[config.mk]
export PLATFORM = sky130hd
export DESIGN_NAME = sb_rx_framer_flat
export DESIGN_NICKNAME = d
export VERILOG_FILES = /design/src/rtl/sb_rx_framer_if.sv /design/src/rtl/sb_rx_framer.sv /design/src/flat_wrapper.sv
export SDC_FILE = /design/constraint.sdc
export NUM_CORES = 1
export LEC_CHECK = 0
export ABC_AREA = 1
export CORE_MARGIN = 2
export CORE_UTILIZATION = 58
export DETAILED_ROUTE_END_ITERATION = 16
export GPL_ROUTABILITY_DRIVEN = 0
export PLACE_DENSITY = 0.91
export RECOVER_POWER = 100
export SYNTH_ARGS = -nofsm -noshare
export SYNTH_HDL_FRONTEND = slang
export SYNTH_SLANG_ARGS = --single-unit
[constraint.sdc]
create_clock -name sb_clk -period 3.2 [get_ports sb_clk]
set_input_delay 0.96 -clock sb_clk [delete_from_list [all_inputs] [get_ports sb_clk]]
set_output_delay 0.96 -clock sb_clk [all_outputs]
set_load 0.01 [all_outputs]
[src/rtl/sb_rx_framer_if.sv]
// sb_rx_framer_if: line input, enable and deframed byte/frame outputs of the sideband receiver.
// The master side drives the line; the slave side is the framer.
interface sb_rx_framer_if;
   logic       rx_en;
   logic       sbrx;
   logic [7:0] rx_data;
   logic       rx_valid;
   logic       rx_sof;
   logic       frame_done;
   logic [6:0] frame_len;
   logic       frame_err;
   modport master (output rx_en, sbrx, input rx_data, rx_valid, rx_sof, frame_done, frame_len, frame_err);
   modport slave (input rx_en, sbrx, output rx_data, rx_valid, rx_sof, frame_done, frame_len, frame_err);
endinterface

[src/rtl/sb_rx_framer.sv]
// sb_rx_framer: sideband UART character recovery and DLE/STX..DLE/ETX deframing with de-stuffing.
// Defining SB_RX_STATS_EN adds saturating frame/error counters cleared by stat_clr.
module sb_rx_framer #(
   parameter int         SYNC_STAGES = 2,
   parameter int         MAX_LEN     = 64,
   parameter logic [7:0] DLE         = 8'hFE,
   parameter logic [7:0] STX         = 8'h05,
   parameter logic [7:0] ETX         = 8'h40
) (
   input  logic        sb_clk,
   input  logic        rst,
`ifdef SB_RX_STATS_EN
   input  logic        stat_clr,
   output logic [15:0] stat_frames,
   output logic [15:0] stat_errs,
`endif
   sb_rx_framer_if.slave sb
);
   typedef enum logic [1:0] {C_IDLE, C_DATA, C_STOP, C_BRK} c_state_t;
   typedef enum logic [1:0] {F_IDLE, F_HDR, F_PAY, F_ESC} f_state_t;
   localparam logic [6:0] MAX_LEN7 = 7'(MAX_LEN);
   logic [SYNC_STAGES-1:0] sync;
   logic                   s;
   c_state_t               c_state;
   f_state_t               f_state;
   logic [2:0]             bit_cnt;
   logic [7:0]             ch;
   logic                   sof;
   logic [6:0]             len;
   logic                   char_stb, stop_err, emit;
   logic [7:0]             rx_data;
   logic                   rx_valid, rx_sof, frame_done, frame_err;
   logic [6:0]             frame_len;
   assign s        = sync[SYNC_STAGES-1];
   assign char_stb = sb.rx_en && c_state == C_STOP && s;
   assign stop_err = sb.rx_en && c_state == C_STOP && !s;
   assign emit     = char_stb && ((f_state == F_PAY && ch != DLE) || (f_state == F_ESC && ch == DLE));
   always_ff @(posedge sb_clk or posedge rst)
      if (rst) begin
         sync    <= '1;
         c_state <= C_IDLE;
         bit_cnt <= '0;
         ch      <= '0;
      end else begin
         sync <= {sync[SYNC_STAGES-2:0], sb.sbrx};
         if (!sb.rx_en) c_state <= C_IDLE;
         else case (c_state)
            C_IDLE: if (!s) begin
               c_state <= C_DATA;
               bit_cnt <= '0;
            end
            C_DATA: begin
               ch      <= {s, ch[7:1]};
               bit_cnt <= bit_cnt + 3'd1;
               if (bit_cnt == 3'd7) c_state <= C_STOP;
            end
            C_STOP: c_state <= s ? C_IDLE : C_BRK;
            default: if (s) c_state <= C_IDLE;
         endcase
      end
   // Outputs are registered on the char_stb edge, so they appear one cycle after the stop-bit sample.
   always_ff @(posedge sb_clk or posedge rst)
      if (rst) begin
         f_state    <= F_IDLE;
         sof        <= 1'b0;
         len        <= '0;
         rx_data    <= '0;
         rx_valid   <= 1'b0;
         rx_sof     <= 1'b0;
         frame_done <= 1'b0;
         frame_len  <= '0;
         frame_err  <= 1'b0;
      end else begin
         rx_valid   <= 1'b0;
         rx_sof     <= 1'b0;
         frame_done <= 1'b0;
         frame_err  <= 1'b0;
         if (!sb.rx_en) f_state <= F_IDLE;
         else if (stop_err) begin
            frame_err <= 1'b1;
            f_state   <= F_IDLE;
         end else if (emit) begin
            if (len == MAX_LEN7) begin
               frame_err <= 1'b1;
               f_state   <= F_IDLE;
            end else begin
               rx_valid <= 1'b1;
               rx_data  <= ch;
               rx_sof   <= sof;
               sof      <= 1'b0;
               len      <= len + 7'd1;
               f_state  <= F_PAY;
            end
         end else if (char_stb) case (f_state)
            F_IDLE: if (ch == DLE) f_state <= F_HDR;
            F_HDR: if (ch == STX) begin
               f_state <= F_PAY;
               sof     <= 1'b1;
               len     <= '0;
            end else if (ch != DLE) f_state <= F_IDLE;
            F_PAY: f_state <= F_ESC;
            default: if (ch == ETX) begin
               frame_done <= 1'b1;
               frame_len  <= len;
               f_state    <= F_IDLE;
            end else if (ch == STX) begin
               frame_err <= 1'b1;
               f_state   <= F_PAY;
               sof       <= 1'b1;
               len       <= '0;
            end else begin
               frame_err <= 1'b1;
               f_state   <= F_IDLE;
            end
         endcase
      end
   assign sb.rx_data    = rx_data;
   assign sb.rx_valid   = rx_valid;
   assign sb.rx_sof     = rx_sof;
   assign sb.frame_done = frame_done;
   assign sb.frame_len  = frame_len;
   assign sb.frame_err  = frame_err;
`ifdef SB_RX_STATS_EN
   always_ff @(posedge sb_clk or posedge rst)
      if (rst || stat_clr) begin
         stat_frames <= '0;
         stat_errs   <= '0;
      end else begin
         if (frame_done && stat_frames != 16'hFFFF) stat_frames <= stat_frames + 16'd1;
         if (frame_err && stat_errs != 16'hFFFF) stat_errs <= stat_errs + 16'd1;
      end
`endif
endmodule
[src/flat_wrapper.sv]
// flat-port wrapper written by rule: the top's interface ports become plain ports
module sb_rx_framer_flat 
#(
   parameter int         SYNC_STAGES = 2,
   parameter int         MAX_LEN     = 64,
   parameter logic [7:0] DLE         = 8'hFE,
   parameter logic [7:0] STX         = 8'h05,
   parameter logic [7:0] ETX         = 8'h40
)
  (sb_clk, rst, sb_rx_en, sb_sbrx, sb_rx_data, sb_rx_valid, sb_rx_sof, sb_frame_done, sb_frame_len, sb_frame_err);
  sb_rx_framer_if sb_i ();
  input  logic sb_clk;
  input  logic rst;
  input wire logic [$bits(sb_i.rx_en)-1:0] sb_rx_en;
  input wire logic [$bits(sb_i.sbrx)-1:0] sb_sbrx;
  output wire logic [$bits(sb_i.rx_data)-1:0] sb_rx_data;
  output wire logic [$bits(sb_i.rx_valid)-1:0] sb_rx_valid;
  output wire logic [$bits(sb_i.rx_sof)-1:0] sb_rx_sof;
  output wire logic [$bits(sb_i.frame_done)-1:0] sb_frame_done;
  output wire logic [$bits(sb_i.frame_len)-1:0] sb_frame_len;
  output wire logic [$bits(sb_i.frame_err)-1:0] sb_frame_err;
  assign sb_i.rx_en = sb_rx_en;
  assign sb_i.sbrx = sb_sbrx;
  assign sb_rx_data = sb_i.rx_data;
  assign sb_rx_valid = sb_i.rx_valid;
  assign sb_rx_sof = sb_i.rx_sof;
  assign sb_frame_done = sb_i.frame_done;
  assign sb_frame_len = sb_i.frame_len;
  assign sb_frame_err = sb_i.frame_err;
  sb_rx_framer #(.SYNC_STAGES(SYNC_STAGES), .MAX_LEN(MAX_LEN), .DLE(DLE), .STX(STX), .ETX(ETX)) u_core (.sb_clk(sb_clk), .rst(rst), .sb(sb_i));
endmodule
==> results.yml <==
die:
  die_width_um: 65.16
  num_io_pins: 23
  fp.coreArea_um2: 3633
  fp.dieArea_um2: 4246
  num_rows: 22
  die_h_um: 65.16
  initial_utilization: 0.5971
timing:
  setup_tns_ns: 0
  fmax_mhz: 365.2
  skew_ns: 0.008548
  hold_viol_final: 0
  finalSetupViolCount: 0
  timing.final.crit_share: 0.8557
  fin_crit_ns: 2.738
  relSlewSlack: 0.5224
  rsz0062_at_grt: "no"
  slew_viol_final: 0
  tightest_slew_ns: 0.7120
  fin_ws_ns: 0.4618
logic_synthesis:
  synth_cell_type_count: 29
  synth_area_um2: 2170
  ys_seq_area_frac: 0.5087
  synthTopCellsByArea: "dfrtp_1, nand2_1, o21ai_0"
  ys_ff_latch: 44
  avgSynthCellArea_um2: 8.409
  yosys.area.top_type: "dfrtp_1"
  syn-num-nets: 266
  postSynthCellCount: 258
  netlist.area_leader.share: 0.4844
  synth_warnings: 0
clocking:
  clk_pin_slew_ns: 0.08
  cts_buffer_depth: 2
  clkLatencyLatePin_ns: 0.30
  postCtsHoldBufs: 0
  cts_buffers: 5
  cts_tree: "yes"
  post_cts_buffers: 0
  htree_levels: 2
  clock-sinks: 44
  ctsResizeCount: 0
  cts-root-buf: "clkbuf_8"
cells_and_area:
  drive_gt1_frac: 0.06620
  fill_cells: 286
  final_nets: 294
  syn_to_final_growth_pct: 15.17
  num_antenna_cells: 0
power:
  peakVddDrop_mv: 0.3214
  power_density_nw_per_um2: 585.0
  power_leakage_nw: 1.274
global_route:
  grt_pass1_wl_um: 7403
  grt_antenna_before_repair: 0
  grt_pass1_vias: 1704
  grt_use_total: 0.2275
  grt_max_degree: 26
  grt_overflow: 0
placed_design:
  portBuffers: 22
  place_worst_setup_slack_ns: 0.3873
  hpwlAfterDp_um: 3048
routing:
  avgRoutedWirePerCell_um: 12.46
  via_count: 1812
  ant_nets: 0
  dr.pass1.iters: 5
  drc: 0
  routed_via_density: 5.409
  drt_iter0_drc: 193
  wl_um: 4175
setup_path:
  crit_arrival_ns: 2.97
  worst-path-max-fanout: 8
  crit_required_ns: 3.43
  end_kind: "flip-flop"
  crit_type: "in -> reg"
  regToRegSetupSlack_ns: 1.26
  cp-start-kind: "input pin"
hold_path:
  holdCritPathClass: "reg -> reg"
run_status:
  status: "completed"
job:
  maxCapViolations: 0
## sequential cells by signal (all words and copies together) (netlist names)
register,cells
u_core.sb.rx_sof,1
u_core.sync,2
u_core.c_state,2
u_core.sb.frame_len,7
u_core.sb.frame_done,1
u_core.bit_cnt,3
u_core.f_state,2
u_core.sb.frame_err,1
u_core.ch,8
u_core.sb.rx_data,8
u_core.sb.rx_valid,1
u_core.sof,1
u_core.len,7
## layer usage
metal	wire, um	global-route usage	up-vias
met4	157	0.1380	0
met3	251	0.04966	16
li1	-	-	886
met2	1949	0.3635	79
met1	1816	0.2829	831
met5	0	0	-
## cells in the mapped netlist
master / instances
dfstp_2: 2
or2_1: 1
a31oi_1: 1
xor2_1: 1
nand3b_1: 1
nor3_4: 1
a21boi_0: 1
nand4_1: 4
inv_2: 2
xnor2_1: 1
o2111ai_1: 1
a31oi_4: 1
nand2_2: 3
ha_1: 4
o21ai_4: 1
nor2_4: 1
clkbuf_1: 1
nand2_1: 74
o21ai_2: 10
inv_1: 29
buf_2: 1
dfrtp_1: 42
nor2_2: 4
nand3_1: 20
nor2_1: 25
buf_6: 1
a211oi_1: 1
mux2i_1: 1
o21ai_0: 23
## final cells by class
type	instances	area, um2	share of cell area
Inverter	31	116.4	0.04657
Sequential cell	44	1104	0.4417
Multi-Input combinational cell	180	879.6	0.3520
Clock inverter	2	35.03	0.01402
Timing Repair Buffer	24	231.5	0.09264
Clock buffer	6	72.57	0.02904
Tap cell	48	60.06	0.02404
## placed cells by master, fill, tap and decap left out
master         synthesis  layout
o21ai_0               23      33
mux2i_1                1       1
clkinv_2               0       1
buf_4                  0       1
or2_1                  1       1
dfstp_2                2       2
o21ai_2               10       1
clkbuf_1               1       2
ha_1                   4       4
a21boi_0               1       1
nand3_1               20      20
nand3b_1               1       1
a31oi_1                1       1
dfrtp_1               42      42
dlygate4sd3_1          0      22
nor2_2                 4       3
a31oi_4                1       1
nor3_4                 1       1
nor2_1                25      26
nor2_4                 1       1
inv_1                 29      29
o2111ai_1              1       1
clkinv_1               0       2
nand4_1                4       4
bufinv_16              0       1
nand2_1               74      75
a211oi_1               1       1
xor2_1                 1       1
nand2_2                3       2
clkbuf_8               0       5
xnor2_1                1       1
## critical path: stages
cell	delay, ns
dlygate4sd3_1	0.64
inv_1	0.14
nor3_4	0.29
nand3_1	0.27
nor2_1	0.46
nand2_1	0.11
nand2_1	0.10
## worst paths after layout
| path | start | endpoint | depth (start not counted) |
|---|---|---|---|
| min in group asynchronous | rst | u_core.sb.frame_len[3] | 2 |
| max in group asynchronous | rst | u_core.sb.rx_valid | 3 |
| worst max-delay path | sb_rx_en | u_core.sb.frame_len[6] | 7 |
| worst min-delay path | u_core.sync[0] | u_core.sync[1] | 0 |
| worst max register to register | u_core.sync[1] | u_core.sb.frame_len[6] | 6 |
| worst min register to register | u_core.sync[0] | u_core.sync[1] | 0 |
## cell families (layout without fill, tap and decap cells)
| family | after synthesis | in the layout | synth area share |
|---|---|---|---|
| compound gates | 39 | 39 | 0.1246 |
| simple gates | 134 | 134 | 0.2682 |
| fa+ha+maj | 4 | 4 | 0.02307 |
| buf+inv | 34 | 63 | 0.06286 |
| mux | 1 | 1 | 0.004614 |
| flops | 44 | 44 | 0.5087 |
| xor+xnor | 2 | 2 | 0.008075 |
## report_power, final
part / switching [W] / internal (W)
Combinational: 0.000227 / 0.000103
Clock: 0.000182 / 0.000232
Sequential: 0.0000765 / 0.000642
## through the flow
step | util | instance area [um2] | hold WS [ns] | std cells | power [W]
after global placement | 0.6729 | 2445 | 0.3453 | 327 | 0.001046
final | 0.6877 | 2499 | 0.3602 | 335 | 0.001462
after CTS | 0.7025 | 2552 | 0.3581 | 335 | 0.001482
after detailed placement | 0.6729 | 2445 | 0.3469 | 327 | 0.001071
after floorplan | - | 2170 | 0.3452 | 258 | 0.0009762
after global routing | 0.6877 | 2499 | 0.3672 | 335 | 0.001559
(Power assumes the default switching activity.)
